### src/rtl/fix_add_rr_arbiter.sv
// Shared saturating signed fixed-point adder behind a round-robin arbiter.
// One registered result slot carries the sum, the requester id and a clip flag.

module fix_add_sat #(
    parameter int DATA = 16
) (
    input  logic [DATA-1:0] a,
    input  logic [DATA-1:0] b,
    output logic [DATA-1:0] sum,
    output logic            clip
);
    localparam logic [DATA-1:0] MAXV = {1'b0, {(DATA-1){1'b1}}};
    localparam logic [DATA-1:0] MINV = {1'b1, {(DATA-1){1'b0}}};

    logic [DATA:0] wide;

    always_comb begin
        wide = {a[DATA-1], a} + {b[DATA-1], b};
        sum  = wide[DATA-1:0];
        clip = 1'b0;
        // The two top bits of the extended sum disagree only on overflow.
        case ({wide[DATA], wide[DATA-1]})
            2'b01: begin sum = MAXV; clip = 1'b1; end
            2'b10: begin sum = MINV; clip = 1'b1; end
            default: ;
        endcase
    end
endmodule

module fix_add_rr_arbiter #(
    parameter int DATA = 16,
    parameter int NREQ = 4,
    parameter int IDW  = 2,
    parameter int CNTW = 16
) (
    input  logic                 clk,
    input  logic                 rst_n,
    input  logic [NREQ-1:0]      req_valid,
    output logic [NREQ-1:0]      req_ready,
    input  logic [NREQ*DATA-1:0] req_a,
    input  logic [NREQ*DATA-1:0] req_b,
    output logic                 res_valid,
    input  logic                 res_ready,
    output logic [DATA-1:0]      res_data,
    output logic [IDW-1:0]       res_id,
    output logic                 res_sat,
    output logic [CNTW-1:0]      sat_cnt,
    input  logic                 sat_clr
);
    localparam logic [IDW:0]   NREQ_W = (IDW+1)'(NREQ);
    localparam logic [IDW-1:0] LAST   = IDW'(NREQ - 1);

    logic [IDW-1:0]  ptr, grant;
    logic [IDW:0]    idx;
    logic [NREQ-1:0] gnt_oh;
    logic            found, slot_free, accept;
    logic [DATA-1:0] a_sel, b_sel, sum;
    logic            clip;

    // Scan ptr, ptr+1, ... wrapping at NREQ; first valid requester wins.
    always_comb begin
        grant = '0;
        found = 1'b0;
        idx   = '0;
        for (int k = 0; k < NREQ; k++) begin
            idx = {1'b0, ptr} + (IDW+1)'(k);
            if (idx >= NREQ_W) idx = idx - NREQ_W;
            if (!found && req_valid[idx[IDW-1:0]]) begin
                found = 1'b1;
                grant = idx[IDW-1:0];
            end
        end
    end

    assign slot_free = ~res_valid | res_ready;
    assign accept    = slot_free & found;

    always_comb begin
        gnt_oh = '0;
        a_sel  = '0;
        b_sel  = '0;
        for (int i = 0; i < NREQ; i++) begin
            gnt_oh[i] = found && (grant == IDW'(i));
            a_sel = a_sel | (req_a[i*DATA +: DATA] & {DATA{gnt_oh[i]}});
            b_sel = b_sel | (req_b[i*DATA +: DATA] & {DATA{gnt_oh[i]}});
        end
    end

    assign req_ready = accept ? gnt_oh : '0;

    fix_add_sat #(.DATA(DATA)) u_add (
        .a    (a_sel),
        .b    (b_sel),
        .sum  (sum),
        .clip (clip)
    );

    always_ff @(posedge clk or negedge rst_n) begin
        if (!rst_n) begin
            res_valid <= 1'b0;
            res_data  <= '0;
            res_id    <= '0;
            res_sat   <= 1'b0;
            ptr       <= '0;
            sat_cnt   <= '0;
        end else begin
            if (accept) begin
                res_valid <= 1'b1;
                res_data  <= sum;
                res_id    <= grant;
                res_sat   <= clip;
                ptr       <= (grant == LAST) ? '0 : grant + 1'b1;
            end else if (res_ready) begin
                res_valid <= 1'b0;
            end
            // Clear wins over counting, but a clip in the clearing cycle still counts.
            if (sat_clr)
                sat_cnt <= (accept && clip) ? CNTW'(1) : '0;
            else if (accept && clip && (sat_cnt != {CNTW{1'b1}}))
                sat_cnt <= sat_cnt + 1'b1;
        end
    end
endmodule
### config.mk
export PLATFORM = sky130hd
export DESIGN_NAME = fix_add_rr_arbiter
export DESIGN_NICKNAME = d
export VERILOG_FILES = /design/src/rtl/fix_add_rr_arbiter.sv
export SDC_FILE = /design/constraint.sdc
export NUM_CORES = 1
export LEC_CHECK = 0
export ABC_AREA = 1
export ABC_CLOCK_PERIOD_IN_PS = 4000
export CAP_MARGIN = 20
export CORE_MARGIN = 2
export CORE_UTILIZATION = 35
export CTS_CLUSTER_DIAMETER = 50
export DETAILED_ROUTE_END_ITERATION = 12
export GPL_TIMING_DRIVEN = 0
export PLACE_DENSITY_LB_ADDON = 0.15
export SYNTH_ARGS = -nofsm -noshare
export SYNTH_HDL_FRONTEND = slang
export SYNTH_SLANG_ARGS = --single-unit
### constraint.sdc
create_clock -name clk -period 4 [get_ports clk]
set_clock_uncertainty 0.05 [all_clocks]
set_input_delay 0.4 -clock clk [delete_from_list [all_inputs] [get_ports clk]]
set_output_delay 0.4 -clock clk [all_outputs]
set_load 0.01 [all_outputs]
== Word-level counts from Yosys, hierarchy flattened ==
Index checks and enable logic that the tools add are counted.
Operators by class
  add/subtract/negate cells: 10
  magnitude comparators: 8
  equality and inequality tests: 6
  mux-type cells: 29
  bitwise gates (word level): 17
  reductions and logical operators: 16
Operators by type and width (count)
  bitwise AND 16 bit: 8
  OR 16 bit: 6
  two-way mux 16 bit: 2
  one-hot mux 16 bit (2 select lines): 1
  two-way mux 2 bit: 9
  adder 16 x 16 -> 17 bit: 1
  adder 16 x 1 -> 16 bit (second input constant): 1
  != test 16 bit (second input constant): 1
  < comparator 2 x 3 -> 1 bit (second input constant): 4
  two-way mux 1 bit: 12
  >= comparator 3 bit (second input constant): 3
  logical AND 1 bit: 9
  binary-select mux 1 bit (select 2 bit): 4
  subtractor 2 x 1 -> 2 bit (second input constant): 4
  adder 2 x 2 -> 3 bit (second input constant): 2
  == test 2 bit (second input constant): 3
  == test 2 x 1 -> 1 bit (second input constant): 2
  two-way mux 4 bit: 1
  nonzero test 2 bit: 2
  adder 2 x 1 -> 3 bit (second input constant): 1
  >= comparator 2 x 3 -> 1 bit (second input constant): 1
  zero test 1 bit: 3
  adder 2 x 1 -> 2 bit (second input constant): 1
  zero test 2 bit: 1
  4 further kinds: 4
Word-level totals
  bits in registers: 38
  output and inout bits: 40
  logic and storage cells: 92

== Logic depth before layout (Yosys ltp) ==
Gate-level depths: netlist of the first run.
  depth after elaboration: 28
  depth in mapped cells: 37
  gate-level depth less buffers: 35

== Cells and area by module ==
A second synthesis of the first run with hierarchy kept.
Second synthesis, totals
  cell total of the unflattened synthesis: 839
  area total of the unflattened synthesis: 4609.4 um2
By module, submodules not included
  fix_add_rr_arbiter: instances 1, cells each 609, area an instance 3437.0 um2, seq. area each 950.9 um2
  fix_add_sat: instances 1, cells each 230, area an instance 1172.4 um2, seq. area each 0.0 um2

== Worst setup path before layout of the first run ==
OpenSTA, ideal clock, no wires.
  path type: register -> register
  from: register ptr[0]
  to: register res_data[4]
  library setup time: 124 ps
  arrival: 4172 ps
  data required time: 3826 ps
  slack: -346 ps
  cell stages (with the launch flop): 34
  buffers on the path: 3
  period minus slack after synthesis: 4346 ps
  cells stage by stage: dfrtp_1 -> buf_6 -> nand2_1 -> nand2_1 -> nor2_1 -> nor2_4 -> nand3_4 -> nand3_1 -> nand2_1 -> inv_1 -> ha_1 -> nand2_2 -> inv_2 -> buf_4 -> nand2_1 -> nand2_1 -> inv_1 -> nand2_1 -> ha_1 -> or2_2 -> and2_1 -> nand2_1 -> nand2_1 -> nand2_1 -> nand3_1 -> nand2_1 -> inv_1 -> ha_1 -> clkinv_1 -> nand2_1 -> inv_1 -> nor2_4 -> buf_6 -> a21oi_1
Between the ends
  word-level cells in the longest chain between the ends: 23
  elaborated cells between the ends (all ways): 64
RTL lines
  start: declaration: RTL line 53  | logic [IDW-1:0] ptr, grant;
  start signal: assignment: RTL line 112  | ptr <= (grant == LAST) ? '0 : grant + 1'b1;
  parallel branches: the longest is 13 deep, another holds adder 2 x 1 -> 3 bit
  two-way mux 2 bit (*): RTL line 68  | if (!found && req_valid[idx[IDW-1:0]]) begin
  via grant[0]: RTL line 53
  == test 2 x 1 -> 1 bit or zero test 2 bit (tied branches): RTL line 83  | gnt_oh[i] = found && (grant == IDW'(i));
  logical AND 1 bit: RTL line 83
  bitwise AND 16 bit (on tied branches): RTL line 84, 85
  OR 16 bit (on tied branches) (3 in a row): RTL line 84, 85
  adder 16 x 16 -> 17 bit (*): RTL line 18  | wide = {a[DATA-1], a} + {b[DATA-1], b};
  == test 2 bit or == test 2 x 1 -> 1 bit (tied branches): RTL line 22  | case ({wide[DATA], wide[DATA-1]})
  one-hot mux 16 bit (2 select lines) (*): RTL line 22
  end signal: assignment: RTL line 109  | res_data <= sum;
  end: declaration: RTL line 44  | output logic [DATA-1:0] res_data,
Mark *: on every way through the listed nets, which the timed path passes. The select of a mux whose other input is x is not followed.
A chain may end at the register's enable or synchronous reset.

== Worst setup path in the final report of the first run ==
  from: register ptr[0]
  to: register res_data[10]
Same word-level chain as after synthesis.

==> results.json, run 1 <==
{
  "syn_to_final_growth_pct": 83.6,
  "fmax_mhz": 228,
  "clock-sinks": 38,
  "fin_crit_sh_pct": 110,
  "start_kind": "register",
  "cts_max_path_buffers": 2,
  "setup_ws_ns": -0.385,
  "cts_buffers": 5,
  "drc": 0,
  "yosysTopAreaCell": "nand2_1",
  "fin_util_pct": 65.1,
  "cp_common_cell": "buf_4",
  "synth_area_leaders": "nand2_1, dfrtp_1, inv_1",
  "dp_hpwl_mm": 12.2,
  "async_flop_share_pct": 100,
  "dr_total_vias": 5697,
  "diodes": 0,
  "violations": "negative setup slack",
  "synth_ff_type": "dfrtp_1",
  "avgRoutedWirePerCell_um": 14.5,
  "maxSlewViolCount": 0,
  "clock-root-buffer": "clkbuf_16",
  "grt_pass1_vias": 5531,
  "reg2reg_depth": 37,
  "path_clk_slew_ns": 0.07,
  "core_um2": 12500,
  "die_h_um": 116,
  "dr.max_layer_used": "met4",
  "worstSkewPairLatency_ns": 0.29,
  "hold_viol": 0,
  "max_cap_violations": 0,
  "yosys.area.top_type_share_pct": 31.7,
  "io_buffers": 174,
  "io_pins": 176,
  "finalCriticalPeriod_ns": 4.39,
  "required_ns": 4.16,
  "ant_nets": 0,
  "htree_levels": 2,
  "syn_area_um2": 4420,
  "crit_type": "register to register",
  "worst_pin_slew_ns": 0.859,
  "yosys_register_bits": 38,
  "min_path_type": "input port to async pin",
  "startpoint": "ptr[0]$_DFFE_PN0P_",
  "cp_max_fo": 5,
  "dr_wl_met2_mm": 9.14,
  "crit_path_top_delay_cell": "dfrtp_1",
  "yosysMostFrequentCell": "nand2_1",
  "synth-edff-count": 0,
  "final_layout_size_suffix_gt1_share_pct": 27.6,
  "setup_viol": 33,
  "start_util_pct": 35.5,
  "synthCells": 781,
  "grt_use_total_pct": 25.3,
  "synth_common_cells": "nand2_1, inv_1, nor2_1, nand3_1, dfrtp_1",
  "mappedNetlistNets": 941,
  "gp_congestion": 0.908,
  "dieArea_um2": 13500,
  "r2r_setup_slack_ns": -0.39,
  "die_w_um": 116,
  "worstReg2RegEnd": "res_data[10]$_DFFE_PN0P_",
  "fin_nets": 1193,
  "antenna_found_initial": 0,
  "reg2reg_from": "ptr[0]$_DFFE_PN0P_",
  "rows": 41,
  "rsz0062_at_grt": "yes",
  "end_kind": "register",
  "grt_start_max_net_pins": 39,
  "vias_per_cell": 4.72,
  "cpPeakStageDelay_ns": 0.43,
  "run_status": "finished with violations",
  "drt-total-wl_mm": 17.5,
  "drt-pass1-iter-count": 5,
  "max_slew_margin_pct": 42.8,
  "ys_seq_area_share_pct": 21.5,
  "met1_length_mm": 7.15,
  "first_iter_violations": 319,
  "yosys_warnings": 0,
  "avgSynthCellArea_um2": 5.66,
  "cts_tree": "built",
  "grt-ovfl-total": 0,
  "wl_met3_um": 740,
  "grt_pass1_wl_mm": 26.7,
  "post_synth_num_cell_types": 38,
  "place_ws_ns": -1.15,
  "cp.arrival_ns": 4.55
}
## cells in the final DEF (no fill, tap or decap), types with 3 or more instances in the layout
cell and count:
inv_4 7, buf_8 6, xnor2_1 3, xor2_1 7, dfrtp_1 37, or2_2 3, nand3_2 13, clkbuf_1 4
buf_4 54, nor2_2 3, nand2_4 27, inv_1 92, o21ai_2 3, o21ai_1 4, nand3_1 35, buf_12 5
nor2_4 3, nor2_1 51, inv_2 13, ha_1 3, nand2_2 62, buf_6 20, nand4_1 6, clkdlybuf4s50_1 169
nor3_1 8, clkbuf_16 7, nand2_1 295, ha_4 20, dlygate4sd2_1 4, a21oi_2 18, a21oi_1 11, nand3b_1 3
o21ai_0 10
## final cells by class
class                   count  area (um2)
repair buffers            245        2420
clock buffers               5         125
flip-flops and latches     38         952
fillers                  1103        4350
plain buffers              23         260
clock inverters             3        68.8
multi-input cells         602        3580
well taps                 172         215
inverters                 118         498
## worst max-delay path by stage
stage          cells past startpoint                        to  slack (ns)
2_1_floorplan                     36   res_data[4]$_DFFE_PN0P_       -0.02
3_3_place_gp                      31  res_data[11]$_DFFE_PN0P_       -1.09
3_5_place_dp                      32  res_data[11]$_DFFE_PN0P_       -1.15
4_1_cts                           36  res_data[14]$_DFFE_PN0P_       -0.29
5_1_grt                           36    sat_cnt[8]$_DFFE_PN0P_       -0.58
6_report                          37  res_data[10]$_DFFE_PN0P_       -0.39
## per-layer routing
| metal | track usage [%] | up-vias |
|---|---|---|
| met5 | 0 | - |
| met4 | 7.22 | 0 |
| met3 | 3.68 | 39 |
| met2 | 46.9 | 168 |
| met1 | 30.2 | 2602 |
| li1 | - | 2888 |
## critical path, delay by kind of cell (launching register included)
kind	cells	cell delay [ns]
flops	1	0.43
simple gates	16	1.32
fa+ha+maj	2	0.46
buf+inv	18	1.90
compound gates	1	0.14
## repair_timing
action / CTS / global route
pin swaps: 47 / 58
setup endpoints to repair: 33 / 33
hold buffers: 0 / 0
gates cloned: 8 / 1
gates resized for setup: 144 / 91
buffers inserted: 59 / 6
## flip-flops by register name (all words and copies together), names as in the netlist
signal / cells
res_data: 16
res_valid: 1
ptr: 2
res_id: 2
res_sat: 1
sat_cnt: 16
## cells by family after synthesis
family / Yosys count / share of synthesized area [%]
simple gates: 517 / 49.0
buf+inv: 141 / 14.3
compound gates: 51 / 6.23
flops: 38 / 21.5
fa+ha+maj: 24 / 6.96
xor+xnor: 10 / 1.98
## per-stage QoR
stage	cells	instance area, um2	hold WS [ns]	TNS, ns
floorplan	781	4480	0.0544	-0.122
global route	1206	8120	0.245	-17.40
finish	1206	8120	0.168	-10.18
CTS	1202	7810	0.201	-8.06
global placement	1127	6440	0.424	-32.28
detailed placement	1127	6430	0.426	-33.76
Power of run 1 is left out: the tool's default activity adds up to more than one toggle a clock period on the data nets, which glitch-free logic cannot reach.
==> run 2, diff against run 1 <==
- HOLD_SLACK_MARGIN: unset -> 0.06
==> results of run 2 <==
The final DEF is identical to that of run 1; final timing and power are the same.
Power of run 2 is left out for the same reason.
